<file path="config.mk">
export PLATFORM = sky130hd
export DESIGN_NAME = bram_burst_reader
export DESIGN_NICKNAME = d
export VERILOG_FILES = /design/src/rtl/bram_burst_reader.sv
export SDC_FILE = /design/constraint.sdc
export NUM_CORES = 1
export LEC_CHECK = 0
export CAP_MARGIN = 20
export CORE_UTILIZATION = 47
export CTS_CLUSTER_SIZE = 40
export DETAILED_ROUTE_END_ITERATION = 16
export GPL_TIMING_DRIVEN = 0
export HOLD_SLACK_MARGIN = 0.06
export PLACE_DENSITY = 0.8
export SLEW_MARGIN = 20
export SYNTH_ARGS = -nofsm -noshare
export SYNTH_HDL_FRONTEND = slang
export SYNTH_SLANG_ARGS = --single-unit
</file>
<file path="constraint.sdc">
create_clock -name clk -period 8 [get_ports clk]
set_clock_uncertainty 0.15 [all_clocks]
set_input_delay 1.6 -clock clk [delete_from_list [all_inputs] [get_ports clk]]
set_output_delay 1.6 -clock clk [all_outputs]
set_load 0.005 [all_outputs]
</file>
<file path="src/rtl/bram_burst_reader.sv">
// -----------------------------------------------------------------------------
// bram_burst_reader
//
// Read-side burst engine for the 64-bit accelerator block RAMs. A start pulse
// with a base byte address and word count makes the engine issue consecutive
// reads on one BRAM port. The words returned by the 1-cycle synchronous read
// path are presented on a valid/ready stream, with m_last on the final word.
// A small credit-counted FIFO absorbs read latency and consumer backpressure.
//
// Ports
//   clk, rst          clock, asynchronous active-high reset
//   start             1-cycle request, only sampled while idle
//   base_addr, len    burst byte address / word count, sampled on start
//   busy, done        burst in progress / 1-cycle completion pulse
//   bram_addr         BRAM port address (holds when no read is issued)
//   bram_ren          read issued this cycle, data on bram_rdata next cycle
//   bram_wen          tied low, this engine never writes
//   bram_rdata        BRAM read data
//   m_valid/m_data/m_last/m_ready   output stream
// -----------------------------------------------------------------------------
module bram_burst_reader #(
    parameter int unsigned ADDR_STEP  = 8,
    parameter int unsigned LEN_W      = 16,
    parameter int unsigned FIFO_DEPTH = 2
) (
    input  logic             clk,
    input  logic             rst,
    input  logic             start,
    input  logic [31:0]      base_addr,
    input  logic [LEN_W-1:0] len,
    output logic             busy,
    output logic             done,
    output logic [31:0]      bram_addr,
    output logic             bram_ren,
    output logic             bram_wen,
    input  logic [63:0]      bram_rdata,
    output logic             m_valid,
    output logic [63:0]      m_data,
    output logic             m_last,
    input  logic             m_ready
);

    localparam int unsigned PTR_W = (FIFO_DEPTH > 1) ? $clog2(FIFO_DEPTH) : 1;
    localparam int unsigned CNT_W = $clog2(FIFO_DEPTH + 1);
    localparam logic [CNT_W:0] DEPTH_C = (CNT_W+1)'(FIFO_DEPTH);

    typedef enum logic [1:0] {
        S_IDLE  = 2'd0,
        S_RUN   = 2'd1,
        S_DRAIN = 2'd2
    } state_t;

    state_t state_q, state_d;

    logic [31:0]      addr_q, addr_d;
    logic [LEN_W-1:0] len_q, len_d;
    logic [LEN_W-1:0] issued_q, issued_d;
    logic [LEN_W-1:0] beat_q, beat_d;      // index of the word at the stream head
    logic             inflight_q, inflight_d;
    logic             done_q, done_d;

    logic [PTR_W-1:0] wr_ptr_q, wr_ptr_d;
    logic [PTR_W-1:0] rd_ptr_q, rd_ptr_d;
    logic [CNT_W-1:0] count_q, count_d;
    logic [63:0]      mem_q [FIFO_DEPTH];

    logic             head_valid;
    logic             pop;
    logic             push;
    logic             pop_fifo;
    logic [CNT_W:0]   occ;
    logic             issue;
    logic             last_issue;
    logic             last_pop;

    function automatic logic [PTR_W-1:0] ptr_inc(input logic [PTR_W-1:0] p);
        return (p == PTR_W'(FIFO_DEPTH - 1)) ? '0 : p + PTR_W'(1);
    endfunction

    // ------------------------------------------------------------------------
    // Stream head and credit logic.
    // The word landing on bram_rdata is exposed straight onto the stream when
    // the FIFO is empty, so the first beat is visible the cycle after its
    // read. If that word is accepted immediately it never enters storage.
    // ------------------------------------------------------------------------
    always_comb begin
        head_valid = (count_q != '0);
        m_valid    = head_valid | inflight_q;
        m_data     = head_valid ? mem_q[rd_ptr_q] : (inflight_q ? bram_rdata : '0);
        m_last     = m_valid && (beat_q == len_q - LEN_W'(1));
        pop        = m_valid & m_ready;
        pop_fifo   = pop & head_valid;
        push       = inflight_q & ~(pop & ~head_valid);
        // Words fetched but not yet consumed after this cycle's pop; a new
        // read is allowed only while that stays below the buffer depth, so a
        // pop in this cycle frees a credit for an issue in this same cycle.
        occ        = {1'b0, count_q} + {{CNT_W{1'b0}}, inflight_q}
                   - {{CNT_W{1'b0}}, pop};
        issue      = (state_q == S_RUN) && (issued_q != len_q) && (occ < DEPTH_C);
        last_issue = issue && ((issued_q + LEN_W'(1)) == len_q);
        last_pop   = pop && m_last;
    end

    // ------------------------------------------------------------------------
    // FSM: state register
    // ------------------------------------------------------------------------
    always_ff @(posedge clk or posedge rst) begin
        if (rst) state_q <= S_IDLE;
        else     state_q <= state_d;
    end

    // ------------------------------------------------------------------------
    // FSM: next state
    // ------------------------------------------------------------------------
    always_comb begin
        state_d = state_q;
        case (state_q)
            S_IDLE:  if (start && (len != '0)) state_d = S_RUN;
            S_RUN:   if (last_issue)           state_d = S_DRAIN;
            // The final beat can only be accepted once its read has landed,
            // so its handshake also means the buffer is now empty.
            S_DRAIN: if (last_pop)             state_d = S_IDLE;
            default:                           state_d = S_IDLE;
        endcase
    end

    // ------------------------------------------------------------------------
    // FSM: outputs
    // ------------------------------------------------------------------------
    always_comb begin
        busy      = (state_q != S_IDLE);
        bram_ren  = issue;
        bram_wen  = 1'b0;
        bram_addr = addr_q;
        done      = done_q;
    end

    // ------------------------------------------------------------------------
    // Datapath next state
    // ------------------------------------------------------------------------
    always_comb begin
        addr_d     = addr_q;
        len_d      = len_q;
        issued_d   = issued_q;
        beat_d     = beat_q;
        inflight_d = issue;
        done_d     = 1'b0;
        wr_ptr_d   = wr_ptr_q;
        rd_ptr_d   = rd_ptr_q;
        count_d    = count_q + CNT_W'(push) - CNT_W'(pop_fifo);

        if ((state_q == S_IDLE) && start) begin
            if (len != '0) begin
                addr_d   = base_addr;
                len_d    = len;
                issued_d = '0;
                beat_d   = '0;
            end else begin
                // Empty burst: acknowledge without touching the BRAM port.
                done_d = 1'b1;
            end
        end

        if (issue) begin
            addr_d   = addr_q + 32'(ADDR_STEP);   // wraps modulo 2^32
            issued_d = issued_q + LEN_W'(1);
        end

        if (pop)                                beat_d   = beat_q + LEN_W'(1);
        if ((state_q == S_DRAIN) && last_pop)   done_d   = 1'b1;
        if (push)                               wr_ptr_d = ptr_inc(wr_ptr_q);
        if (pop_fifo)                           rd_ptr_d = ptr_inc(rd_ptr_q);
    end

    // ------------------------------------------------------------------------
    // Datapath registers
    // ------------------------------------------------------------------------
    always_ff @(posedge clk or posedge rst) begin
        if (rst) begin
            addr_q     <= '0;
            len_q      <= '0;
            issued_q   <= '0;
            beat_q     <= '0;
            inflight_q <= 1'b0;
            done_q     <= 1'b0;
            wr_ptr_q   <= '0;
            rd_ptr_q   <= '0;
            count_q    <= '0;
        end else begin
            addr_q     <= addr_d;
            len_q      <= len_d;
            issued_q   <= issued_d;
            beat_q     <= beat_d;
            inflight_q <= inflight_d;
            done_q     <= done_d;
            wr_ptr_q   <= wr_ptr_d;
            rd_ptr_q   <= rd_ptr_d;
            count_q    <= count_d;
        end
    end

    always_ff @(posedge clk or posedge rst) begin
        if (rst) begin
            for (int i = 0; i < int'(FIFO_DEPTH); i++) mem_q[i] <= '0;
        end else if (push) begin
            mem_q[wr_ptr_q] <= bram_rdata;
        end
    end

    // The credit rule must keep storage from overflowing.
    a_no_overflow: assert property (@(posedge clk) disable iff (rst)
        push |-> (({1'b0, count_q} < DEPTH_C) || pop));

endmodule

</file>
==> results of run 1 <==
[cells by family after synthesis]
family / count (synthesis) / share of synthesized area
other: 1 / 0.000325
adders and majority gates: 8 / 0.00933
and+or+nand+nor: 367 / 0.156
xor gates and xnor gates: 58 / 0.0440
AOI/OAI and AO/OA: 195 / 0.106
DFF: 216 / 0.468
buffers and inverters: 96 / 0.0318
muxes: 196 / 0.184
[routing by layer]
layer	up-vias	GRT usage	share of wire
met5	-	0	0
met4	0	0.0632	0.017
met3	41	0.0558	0.085
met2	383	0.424	0.47
met1	4763	0.328	0.43
li1	4599	-	-
[cells in the final DEF, fill, tap and decap left out, types with 23 or more instances in the layout]
| master | count |
|---|---|
| dfrtp_1 | 216 |
| clkdlybuf4s50_1 | 216 |
| nand2_1 | 132 |
| mux2_2 | 128 |
| o21ai_0 | 106 |
| nand3_1 | 103 |
| mux2i_1 | 68 |
| clkbuf_1 | 67 |
| nor2_1 | 31 |
| xor2_1 | 30 |
| o211ai_1 | 28 |
| xnor2_1 | 28 |
| clkbuf_16 | 23 |
[registers in the layout (all words and copies together) (netlist names)]
register    flops
beat_q         16
bram_addr      32
count_q         2
done            1
inflight_q      1
issued_q       16
len_q          16
mem_q         128
rd_ptr_q        1
state_q         2
wr_ptr_q        1
[power by group through the flow]
stage | sequential, W | combinational [W] | clock (W)
floorplan | 0.00164 | 0.00131 | 0
global placement | 0.00167 | 0.00229 | 0
detailed placement | 0.00170 | 0.00234 | 0
CTS | 0.00169 | 0.00236 | 0.00103
global route | 0.00174 | 0.00255 | 0.00107
finish | 0.00169 | 0.00234 | 0.00101
[final cells by class]
cell class | count | share of cell area
Timing Repair Buffer | 218 | 0.149
Clock inverter | 7 | 0.00278
Sequential cell | 216 | 0.364
Tap cell | 319 | 0.0268
Buffer | 77 | 0.0199
Multi-Input combinational cell | 825 | 0.388
Inverter | 18 | 0.00505
Clock buffer | 33 | 0.0446
Antenna cell | 1 | 0.000168
[stage by stage]
stage          power [W]  utilization
2_1_floorplan    0.00295            -
3_3_place_gp     0.00396        0.594
3_5_place_dp     0.00405        0.596
4_1_cts          0.00507        0.626
5_1_grt          0.00536        0.626
6_report         0.00504        0.626
[repair_timing]
| action | CTS | global route |
|---|---|---|
| buffers inserted | 0 | 0 |
| endpoints found under the setup margin | 0 | 1 |
| hold endpoints to repair | 0 | 0 |
| resized for setup | 0 | 0 |
[how the worst min path moves through the flow]
stage                     slack (ns)      endpoint         start  cells past startpoint
after CTS                       0.32          done    state_q[0]                      1
after global routing            0.35          done    state_q[0]                      1
after floorplan                 0.28          done    state_q[0]                      1
after global placement          0.31  bram_addr[0]  bram_addr[0]                      2
after detailed placement        0.32  bram_addr[0]  bram_addr[0]                      2
final                           0.33          done    state_q[0]                      1
[critical path: cells and delay by family]
family / cells / cell delay [ns]
buf+inv: 5 / 2.27
fa+ha+maj: 2 / 0.75
simple gates: 3 / 0.68
compound gates: 1 / 0.28
xor+xnor: 1 / 0.19
==> impl_results.md, run 1 <==
- DP Area: 14,200 µm²
- Sequential share of the synthesized area: 0.468
- Critical path class: input port to primary output
- CTS HTree Levels: 1
- Total CTS buffers: 23
- Hold slack: roughly 0.33 ns
- Gpl congestion: just over 0.9
- Crit path largest cell delay: 0.63 ns
- Total number of vias: 9,786
- CTS tree: done
- Syn Nets: 1,261
- Vias in the first global route: 9,733
- Startpoint Class: input port
- Floorplan core area: between 20,000 and 25,000 µm²
- Clock latency on the worst-skew pair: 0.51 ns
- Routed wire length per instance: 18.3 µm
- Yosys reg bits: 216
- Worst slew pin tran: 1.01 ns
- Synth Instances: 1,137
- Syn avg cell area: 10.1 µm²
- CTS Root Cell: clkbuf_16
- Pre-CTS setup slack: around 0.18 ns
- Share of the synthesized area in the top cell type: 0.468
- WL final: approximately 31,000 µm
- Final worst slack: approximately 0.45 ns
- CP Data Required Time: 6.25 ns
- Worst Setup EP: bram_ren
- Final Non-Filler Cells: 1,714
- Clk sinks: 216
- # DRC: 0
- Die Wd: 159 µm
- Layout cells sized above 1: 0.129
- Final setup violation count: 0
- Largest net degree at the start of global routing: 83
- CTS clk-pin slew, worst paths: about 0.06 ns
- Remaining antenna violation count: 0
- Top cells by area, synth: dfrtp_1 47%, mux2_2 12%, mux2i_1 5.9%
- CP Launch Point: m_ready
- Sequential share of power: 0.335
- Power Dens Cells: 339 nW/µm²
- Drt via density: 5.71
- Clk pwr share: 0.200
- Logic pwr share: 0.465
- Register area: 5410 µm²
- Number of flops mapped to enable cells by yosys: 0
- Syn. warnings: 0
- DIE AREA: 25,200 µm²
- Crit path DAT: 5.80 ns
- FF-to-FF Start: count_q[1]
- Gr usage total: 0.252
- Leakage: 6.15 nW
- Endpoint type of the worst setup path: primary output
- Sw Pwr: approximately 0.0017 W
- Sw Share: 0.345
- Multi-input logic area: about 5800 µm²
- Hold Fails Final Rpt: 0
- Drt first-iter violations: 570
- Reg2Reg Capture Point: bram_addr[30]
- Placed Cells: 1,674
- IO Port Bufs: 216
- Most frequent cell after synthesis: dfrtp_1
- Post-synth top area cell: dfrtp_1
- RSZ-0062 raised after global routing: false
- Worst slew margin: 0.317
- Top_reg_cell synth: dfrtp_1
- Total negative slack: 0 ns
- Post-DP HPWL: 22,500 µm
- Worst R2R Path Depth: 15
- Cell area after layout: 14,900 µm²
- Tcrit/Tclk final: 0.944
- Fill cells: 1,912
- FP Rows: 56
- Critical path, cell by cell: clkdlybuf4s50_1 -> nand2_1 -> clkinv_1 -> ha_1 -> nand2b_1 -> fa_1 -> xor2_1 -> nor4b_1 -> o21ai_0 -> clkbuf_1 -> inv_1 -> clkdlybuf4s50_1
- IO Pins: 218
- Most frequent cells after synthesis: 216 x dfrtp_1, 132 x nand2_1, 128 x mux2_2
- Fin nets: 1,503
- Hold Buf Count CTS: 0
- Async S/R FF share, synth: 1.00
- Highest clock rate: 132 MHz
- Minimum clock period: 7.55 ns
- Area growth from synthesis to layout: 28.8%
- First-pass GRT wire length: ~50,000 µm
- Yosys cell types: 59
- Status: completed
- Overflow after GRT: 0
- CP most frequent cell: clkdlybuf4s50_1
- R2R setup slack: 2.86 ns
- Highest-delay cell along the critical path: clkdlybuf4s50_1
- Internal power: ~0.0033 W
- Max FO, Critical Path: 17
- Slew Limit Fails: 0
- Longest Clk Path Bufs: 3
- Initial antenna violation count: 1
- Syn Std Cell Area: about 12,000 µm²
- Max-cap viol count: 0
- Peak VDD IR: 0.175 mV
- Worst Hold Class: flip-flop to flip-flop
- 1st-pass router iterations: 7
- Die H: 159 µm
- Initial Utilization: 0.486
Note: power is estimated with default switching activity, not from simulation.
==> run 2: changes to the inputs <==
--- a/config.mk
+++ b/config.mk
@@ -6,12 +6,12 @@
 export NUM_CORES = 1
 export LEC_CHECK = 0
 export CAP_MARGIN = 20
-export CORE_UTILIZATION = 47
+export CORE_UTILIZATION = 55
 export CTS_CLUSTER_SIZE = 40
 export DETAILED_ROUTE_END_ITERATION = 16
 export GPL_TIMING_DRIVEN = 0
 export HOLD_SLACK_MARGIN = 0.06
-export PLACE_DENSITY = 0.8
+export PLACE_DENSITY = 0.88
 export SLEW_MARGIN = 20
 export SYNTH_ARGS = -nofsm -noshare
 export SYNTH_HDL_FRONTEND = slang
==> constraint.sdc (replaced) <==
create_clock -name clk -period 8.76 [get_ports clk]
set_clock_uncertainty 0.15 [all_clocks]
set_input_delay 1.752 -clock clk [delete_from_list [all_inputs] [get_ports clk]]
set_output_delay 1.752 -clock clk [all_outputs]
set_load 0.005 [all_outputs]
==> impl_results.md, run 2 (synthesis results as in run 1) <==
- Overflow after GRT: 0 (unchanged)
- Tcrit/Tclk final: 0.915
- First-pass GRT wire length: 51,800 µm (was 50,100 µm)
- Total number of vias: 10,000 (was 9,786)
- Area growth from synthesis to layout: 28.6% (was 28.8%)
- Critical path class: input port to primary output (unchanged)
- Max reg flops: 128 (unchanged)
- # DRC: 0 (unchanged)
- CTS HTree Levels: 1 (unchanged)
- Endpoint type of the worst setup path: primary output (unchanged)
- Die H: 147 µm (was 159 µm)
- Final setup violation count: 0 (unchanged)
- Hold Buf Count CTS: 0 (unchanged)
- Top reg by flops: mem_q (unchanged)
- Routed wire length per instance: 19.2 µm (was 18.3 µm)
- Worst R2R Path Depth: 15 (unchanged)
- Commonest non-fill, non-tap cells in the layout: 216 x dfrtp_1, 216 x clkdlybuf4s50_1, 132 x nand2_1, 128 x mux2_2, 106 x o21ai_0 (unchanged)
- DIE AREA: 21,600 µm² (was 25,200 µm²)
- Placed Cells: 1,625 (was 1,674)
- Clk sinks: 216 (unchanged)
- Final Non-Filler Cells: 1,665 (was 1,714)
- Vias in the first global route: 10,000 (was 9,733)
- DP Area: 14,100 µm² (was 14,200 µm²)
- Hold Fails Final Rpt: 0 (unchanged)
- Startpoint Class: input port (unchanged)
- Hold slack: 0.312 ns (was 0.327 ns)
- Power consumption: 0.00464 W (was 0.00504 W)
- FP Rows: 52 (was 56)
- Hold path cells: 1 (unchanged)
- Setup bufs post-CTS: 0 (unchanged)
- Slew Limit Fails: 0 (unchanged)
- CTS clk-pin slew, worst paths: 0.06 ns (about the same)
- Worst Hold Class: flip-flop to flip-flop (unchanged)
- IO Pins: 218 (unchanged)
- Drt via density: 6.02 (was 5.71)
- RSZ-0062 raised after global routing: false (unchanged)
- CTS tree: done (unchanged)
- Fin nets: 1,504 (was 1,503)
- Max-cap viol count: 0 (unchanged)
- Remaining antenna violation count: 0 (unchanged)
- Leakage: 6.16 nW (was 6.15 nW)
- Status: completed (unchanged)
- CP Data Required Time: 6.86 ns (was 6.25 ns)
- Peak VDD IR: 0.160 mV (was 0.175 mV)
- Cell area after layout: 14,800 µm² (was 14,900 µm²)
- Worst slew pin tran: 1.04 ns (was 1.01 ns)
- Crit path DAT: 6.11 ns (was 5.80 ns)
- IO Port Bufs: 216 (unchanged)
- CTS Root Cell: clkbuf_16 (unchanged)
- Gpl congestion: 0.910 (was 0.917)
- Clock latency on the worst-skew pair: 0.52 ns (was 0.51 ns)
- Antenna Cells: 0 (was 1)
- Total CTS buffers: 23 (unchanged)
- Longest Clk Path Bufs: 3 (unchanged)
- Floorplan core area: 20,400 µm² (was 23,800 µm²)
- Highest clock rate: 125 MHz
- WL final: 32,000 µm (was 31,300 µm)
- Initial Utilization: 0.565 (was 0.486)
- Largest net degree at the start of global routing: 101 (was 83)
- Minimum clock period: between 8 and 9 ns
- Gr usage total: 0.299 (was 0.252)
- Cts repair resizes: 0 (unchanged)
- Layout cells sized above 1: 0.130 (was 0.129)
- Worst slew margin: 0.299 (was 0.317)
- Post-DP HPWL: 22,600 µm (was 22,500 µm)
- Power Dens Cells: 313 nW/µm² (was 339 nW/µm²)
- Drt first-iter violations: 529 (was 570)
- 1st-pass router iterations: 5 (was 7)
- Fill cells: 1,518 (was 1,912)
- Max FO, Critical Path: 11 (was 17)
- Fin util: 0.726 (was 0.626)
- Initial antenna violation count: 1 (unchanged)
- Die Wd: 147 µm (was 159 µm)
==> run 2: changes by cell type in the layout (fill, tap and decap cells not counted), sizes merged <==
cell   delta
inv       +1
diode     -1
==> run 2: area by class of cell <==
cell class              instances  area, µm²  area share
well taps                     270        338      0.0228
repair buffers                218       2220       0.149
plain buffers                  78        299      0.0202
flip-flops and latches        216       5410       0.364
inverters                      18       75.1     0.00506
clock inverters                 8       63.8     0.00430
clock buffers                  32        669      0.0451
multi-input cells             825       5770       0.389
==> run 2: worst max-delay path, cell delays in order <==
cell and delay (ns):
clkdlybuf4s50_1 0.50, nand2_1 0.16, clkinv_1 0.24, ha_1 0.34, nand2b_1 0.15, fa_1 0.40
xor2_1 0.18, nor4b_1 0.38, o21ai_0 0.29, clkbuf_1 0.33, inv_1 0.26, clkbuf_1 0.50
clkdlybuf4s50_1 0.62
==> run 2: layer usage <==
layer	GRT usage	routed length [µm]	vias up
li1	-	-	4601
met1	0.395	13100	4917
met3	0.0503	2660	67
met2	0.506	15400	435
met5	0	13	-
met4	0.0870	831	2
==> run 2: worst paths after layout <==
check	startpoint	slack, ns	to
max in group asynchronous	rst	5.82	mem_q[12]
max reg2reg	count_q[1]	3.84	bram_addr[21]
min in group asynchronous	rst	1.47	bram_addr[10]
min reg2reg	state_q[0]	0.31	done
min	state_q[0]	0.31	done
max	m_ready	0.75	bram_ren
==> run 2: through the flow <==
step	setup slack, ns	setup TNS (ns)
2_1_floorplan	0.950	0
3_3_place_gp	-1.50	-319.71
3_5_place_dp	0.794	0
4_1_cts	0.758	0
5_1_grt	0.549	0
6_report	0.749	0
==> run 2: report_power, final <==
part / internal [W] / switching, W / total, W
sequential: 0.00135 / 0.000210 / 0.00156
clock: 0.000537 / 0.000405 / 0.000942
combinational: 0.00114 / 0.000999 / 0.00214
==> run 3: changes to the inputs <==
--- a/config.mk
+++ b/config.mk
@@ -5,13 +5,13 @@
 export SDC_FILE = /design/constraint.sdc
 export NUM_CORES = 1
 export LEC_CHECK = 0
+export ABC_AREA = 1
 export CAP_MARGIN = 20
 export CORE_UTILIZATION = 55
-export CTS_CLUSTER_SIZE = 40
 export DETAILED_ROUTE_END_ITERATION = 16
 export GPL_TIMING_DRIVEN = 0
 export HOLD_SLACK_MARGIN = 0.06
-export PLACE_DENSITY = 0.88
+export PLACE_DENSITY = 0.87
 export SLEW_MARGIN = 20
 export SYNTH_ARGS = -nofsm -noshare
 export SYNTH_HDL_FRONTEND = slang
==> impl_results.md, run 3 <==
- Area fraction in and, or, nand and nor cells after synthesis: 0.258 (was 0.156)
- Total number of vias: 12,200 (was 10,000)
- Initial Utilization: 0.562 (was 0.565)
- Drt first-iter violations: 995 (was 529)
- Met2 GRT Util: 0.564 (was 0.506)
- Power consumption: 0.00574 W (was 0.00464 W)
- Sequential share of the synthesized area: 0.458 (was 0.468)
- Setup bufs post-CTS: 0 (unchanged)
- Cts repair resizes: 0 (unchanged)
- Post-Synth Adder-Cell Area: 0.00911 (was 0.00933)
- Placed Cells: 2,097 (was 1,625)
- CTS tree: done (unchanged)
- WL final: 36,000 µm (was 32,000 µm)
- Syn. warnings: 0 (unchanged)
- Syn Std Cell Area: 11,800 µm² (was 11,500 µm²)
- Die H: 149 µm (was 147 µm)
- GR peak layer: met2 (unchanged)
- Xor/xnor share of the synthesized area: 0.0319 (was 0.0440)
- Syn Nets: 1,728 (was 1,261)
- Antenna Cells: 0 (unchanged)
- M1 GR Usage: 0.421 (was 0.395)
- Commonest non-fill, non-tap cells in the layout: 454 x nand2_1, 236 x o21ai_0, 216 x dfrtp_1, 216 x clkdlybuf4s50_1, 161 x inv_1 (was 216 x dfrtp_1, 216 x clkdlybuf4s50_1, 132 x nand2_1, 128 x mux2_2, 106 x o21ai_0)
- Endpoint type of the worst setup path: primary output (unchanged)
- Critical path class: input port to primary output (unchanged)
- Vias in the first global route: 12,100 (was 10,000)
- FP Rows: 53 (was 52)
- Gr usage total: 0.330 (was 0.299)
- Power Dens Cells: 377 nW/µm² (was 313 nW/µm²)
- Post-synth top area cell: dfrtp_1 (unchanged)
- Post-synthesis mux area share: 0.000848 (was 0.184)
- Slew Limit Fails: 0 (unchanged)
- CTS clk-pin slew, worst paths: 0.06 ns (about the same)
- Status: completed (unchanged)
- Final setup violation count: 0 (unchanged)
- Yosys reg bits: 216 (unchanged)
- 1st-pass router iterations: 5 (unchanged)
- Minimum clock period: 7.12 ns (was 8.01 ns)
- Overflow after GRT: 0 (unchanged)
- CTS HTree Levels: 1 (unchanged)
- Remaining antenna violation count: 0 (unchanged)
- Grt met3 use: 0.0598 (was 0.0503)
- Most frequent cells after synthesis: 454 x nand2_1, 236 x o21ai_0, 216 x dfrtp_1 (was 216 x dfrtp_1, 132 x nand2_1, 128 x mux2_2)
- Hold slack: 0.337 ns (was 0.312 ns)
- CP Launch Point: m_ready (unchanged)
- Total CTS buffers: 24 (was 23)
- Initial antenna violation count: 0 (was 1)
- IO Port Bufs: 216 (unchanged)
- Max FO, Critical Path: 11 (unchanged)
- Clock latency on the worst-skew pair: 0.54 ns (was 0.52 ns)
- Peak VDD IR: 0.252 mV (was 0.160 mV)
- Clk sinks: 216 (unchanged)
- CP Data Required Time: 6.86 ns (about the same)
- CTS Root Cell: clkbuf_16 (unchanged)
- Largest family of logic cells by synthesized area: simple AND/OR/NAND/NOR gates (was multiplexers)
- Total negative slack: 0 ns (unchanged)
- Tcrit/Tclk final: 0.812 (was 0.915)
- Post-DP HPWL: 25,300 µm (was 22,600 µm)
- Crit path DAT: 5.21 ns (was 6.11 ns)
- Leakage: 6.95 nW (was 6.16 nW)
- Worst slew margin: 0.592 (was 0.299)
- Routed wire length per instance: 16.8 µm (was 19.2 µm)
- Hold Buf Count CTS: 0 (unchanged)
- Most frequent cell after synthesis: nand2_1 (was dfrtp_1)
- Final Non-Filler Cells: 2,140 (was 1,665)
- RSZ-0062 raised after global routing: false (unchanged)
- Area growth from synthesis to layout: 29.1% (was 28.6%)
- DP Area: 14,400 µm² (was 14,100 µm²)
- Async S/R FF share, synth: 1.00 (unchanged)
- Die Wd: 149 µm (was 147 µm)
- Compound-Gate Fraction of Synth Area: 0.160 (was 0.106)
- R2R setup slack: 5.01 ns (was 3.84 ns)
- FF-to-FF Start: count_q[1] (unchanged)
- Top cells by area, synth: dfrtp_1 46%, nand2_1 14%, o21ai_0 10% (was dfrtp_1 47%, mux2_2 12%, mux2i_1 5.9%)
- Gpl congestion: 0.945 (was 0.910)
- Yosys cell types: 38 (was 59)
- Top_reg_cell synth: dfrtp_1 (unchanged)
- Fin nets: 1,972 (was 1,504)
- Largest net degree at the start of global routing: 100 (was 101)
- Max-cap viol count: 0 (unchanged)
- Hold Fails Final Rpt: 0 (unchanged)
- Highest clock rate: 141 MHz (was 125 MHz)
- Share of the synthesized area in the top cell type: 0.458 (was 0.468)
- Number of flops mapped to enable cells by yosys: 0 (unchanged)
- DIE AREA: 22,100 µm² (was 21,600 µm²)
- # DRC: 0 (unchanged)
- Longest Clk Path Bufs: 3 (unchanged)
- Drt via density: 5.72 (was 6.02)
- Worst hold start: mem_q[77] (was state_q[0])
- Max reg flops: 128 (unchanged)
- Floorplan core area: 21,000 µm² (was 20,400 µm²)
- Syn avg cell area: 7.36 µm² (was 10.1 µm²)
- Layout cells sized above 1: 0.0472 (was 0.130)
- First-pass GRT wire length: 58,700 µm (was 51,800 µm)
- Cell area after layout: 15,200 µm² (was 14,800 µm²)
- Startpoint Class: input port (unchanged)
- Leading cell type in the layout, fill and taps excluded: nand2_1
- Worst Hold Class: flip-flop to flip-flop (unchanged)
- Top reg by flops: mem_q (unchanged)
- Synth Instances: 1,604 (was 1,137)
- Worst slew pin tran: 0.612 ns (was 1.04 ns)
- IO Pins: 218 (unchanged)
run 3: cell types whose count changed in the layout (fill, tap and decap cells not counted), moves of 12 or more:
| cell | change |
|---|---|
| o22ai_1 | +79 |
| mux2i_1 | -67 |
| inv_1 | +145 |
| o311ai_0 | -13 |
| nor2_1 | +120 |
| o21ai_0 | +130 |
| nand2_1 | +322 |
| xnor2_1 | -13 |
| o211ai_1 | -12 |
| nand3_1 | -42 |
| and3_1 | -13 |
| inv_2 | +13 |
| mux2_2 | -128 |
run 3: report_power, final:
part           switching (W)  internal [W]
sequential          0.000355       0.00142
clock               0.000434      0.000671
combinational        0.00160       0.00127
run 3: final timing paths:
check | cells past startpoint | end
setup / recovery | 15 | bram_ren
hold / removal | 2 | mem_q[77]
setup reg to reg | 15 | issued_q[14]
hold reg to reg | 2 | mem_q[77]
max in group asynchronous | 3 | mem_q[0]
min in group asynchronous | 2 | bram_addr[2]
run 3: kinds of logic (layout without fill, tap and decap cells):
logic type / Yosys count / in the layout
compound gates: 347 / 347
xor+xnor: 43 / 43
fa+ha+maj: 8 / 8
buf+inv: 249 / 510
flops: 216 / 216
mux: 1 / 1
other cells: 1 / 1
simple gates: 739 / 739
run 3: area by class of cell:
| class | instances | area (µm²) |
|---|---|---|
| Clock inverter | 16 | 236 |
| Inverter | 175 | 664 |
| Multi-Input combinational cell | 1139 | 5430 |
| Sequential cell | 216 | 5410 |
| Tap cell | 275 | 344 |
| Timing Repair Buffer | 218 | 2220 |
| Buffer | 74 | 315 |
| Fill cell | 1557 | 5780 |
| Clock buffer | 27 | 632 |
run 3: metal layers:
layer | wire length [µm] | vias up
met5 | 0 | -
met4 | 1010 | 0
met3 | 3340 | 102
met2 | 17400 | 630
met1 | 14300 | 5794
li1 | - | 5723
run 3: worst max-delay path, cell delays in order:
cell and delay, ns:
clkdlybuf4s50_1 0.48, inv_1 0.08, nor2_4 0.20, buf_1 0.40
ha_1 0.32, inv_1 0.05, nand2_1 0.05, fa_1 0.38
xor2_1 0.17, nor2_1 0.19, nand2_2 0.19, inv_2 0.10
buf_6 0.14, buf_6 0.17, clkdlybuf4s50_1 0.53
run 3: stage by stage:
stage	setup slack, ns	util
2_1_floorplan	0.950	-
3_3_place_gp	-1.84	0.681
3_5_place_dp	1.66	0.684
4_1_cts	1.66	0.725
5_1_grt	1.46	0.725
6_report	1.64	0.725
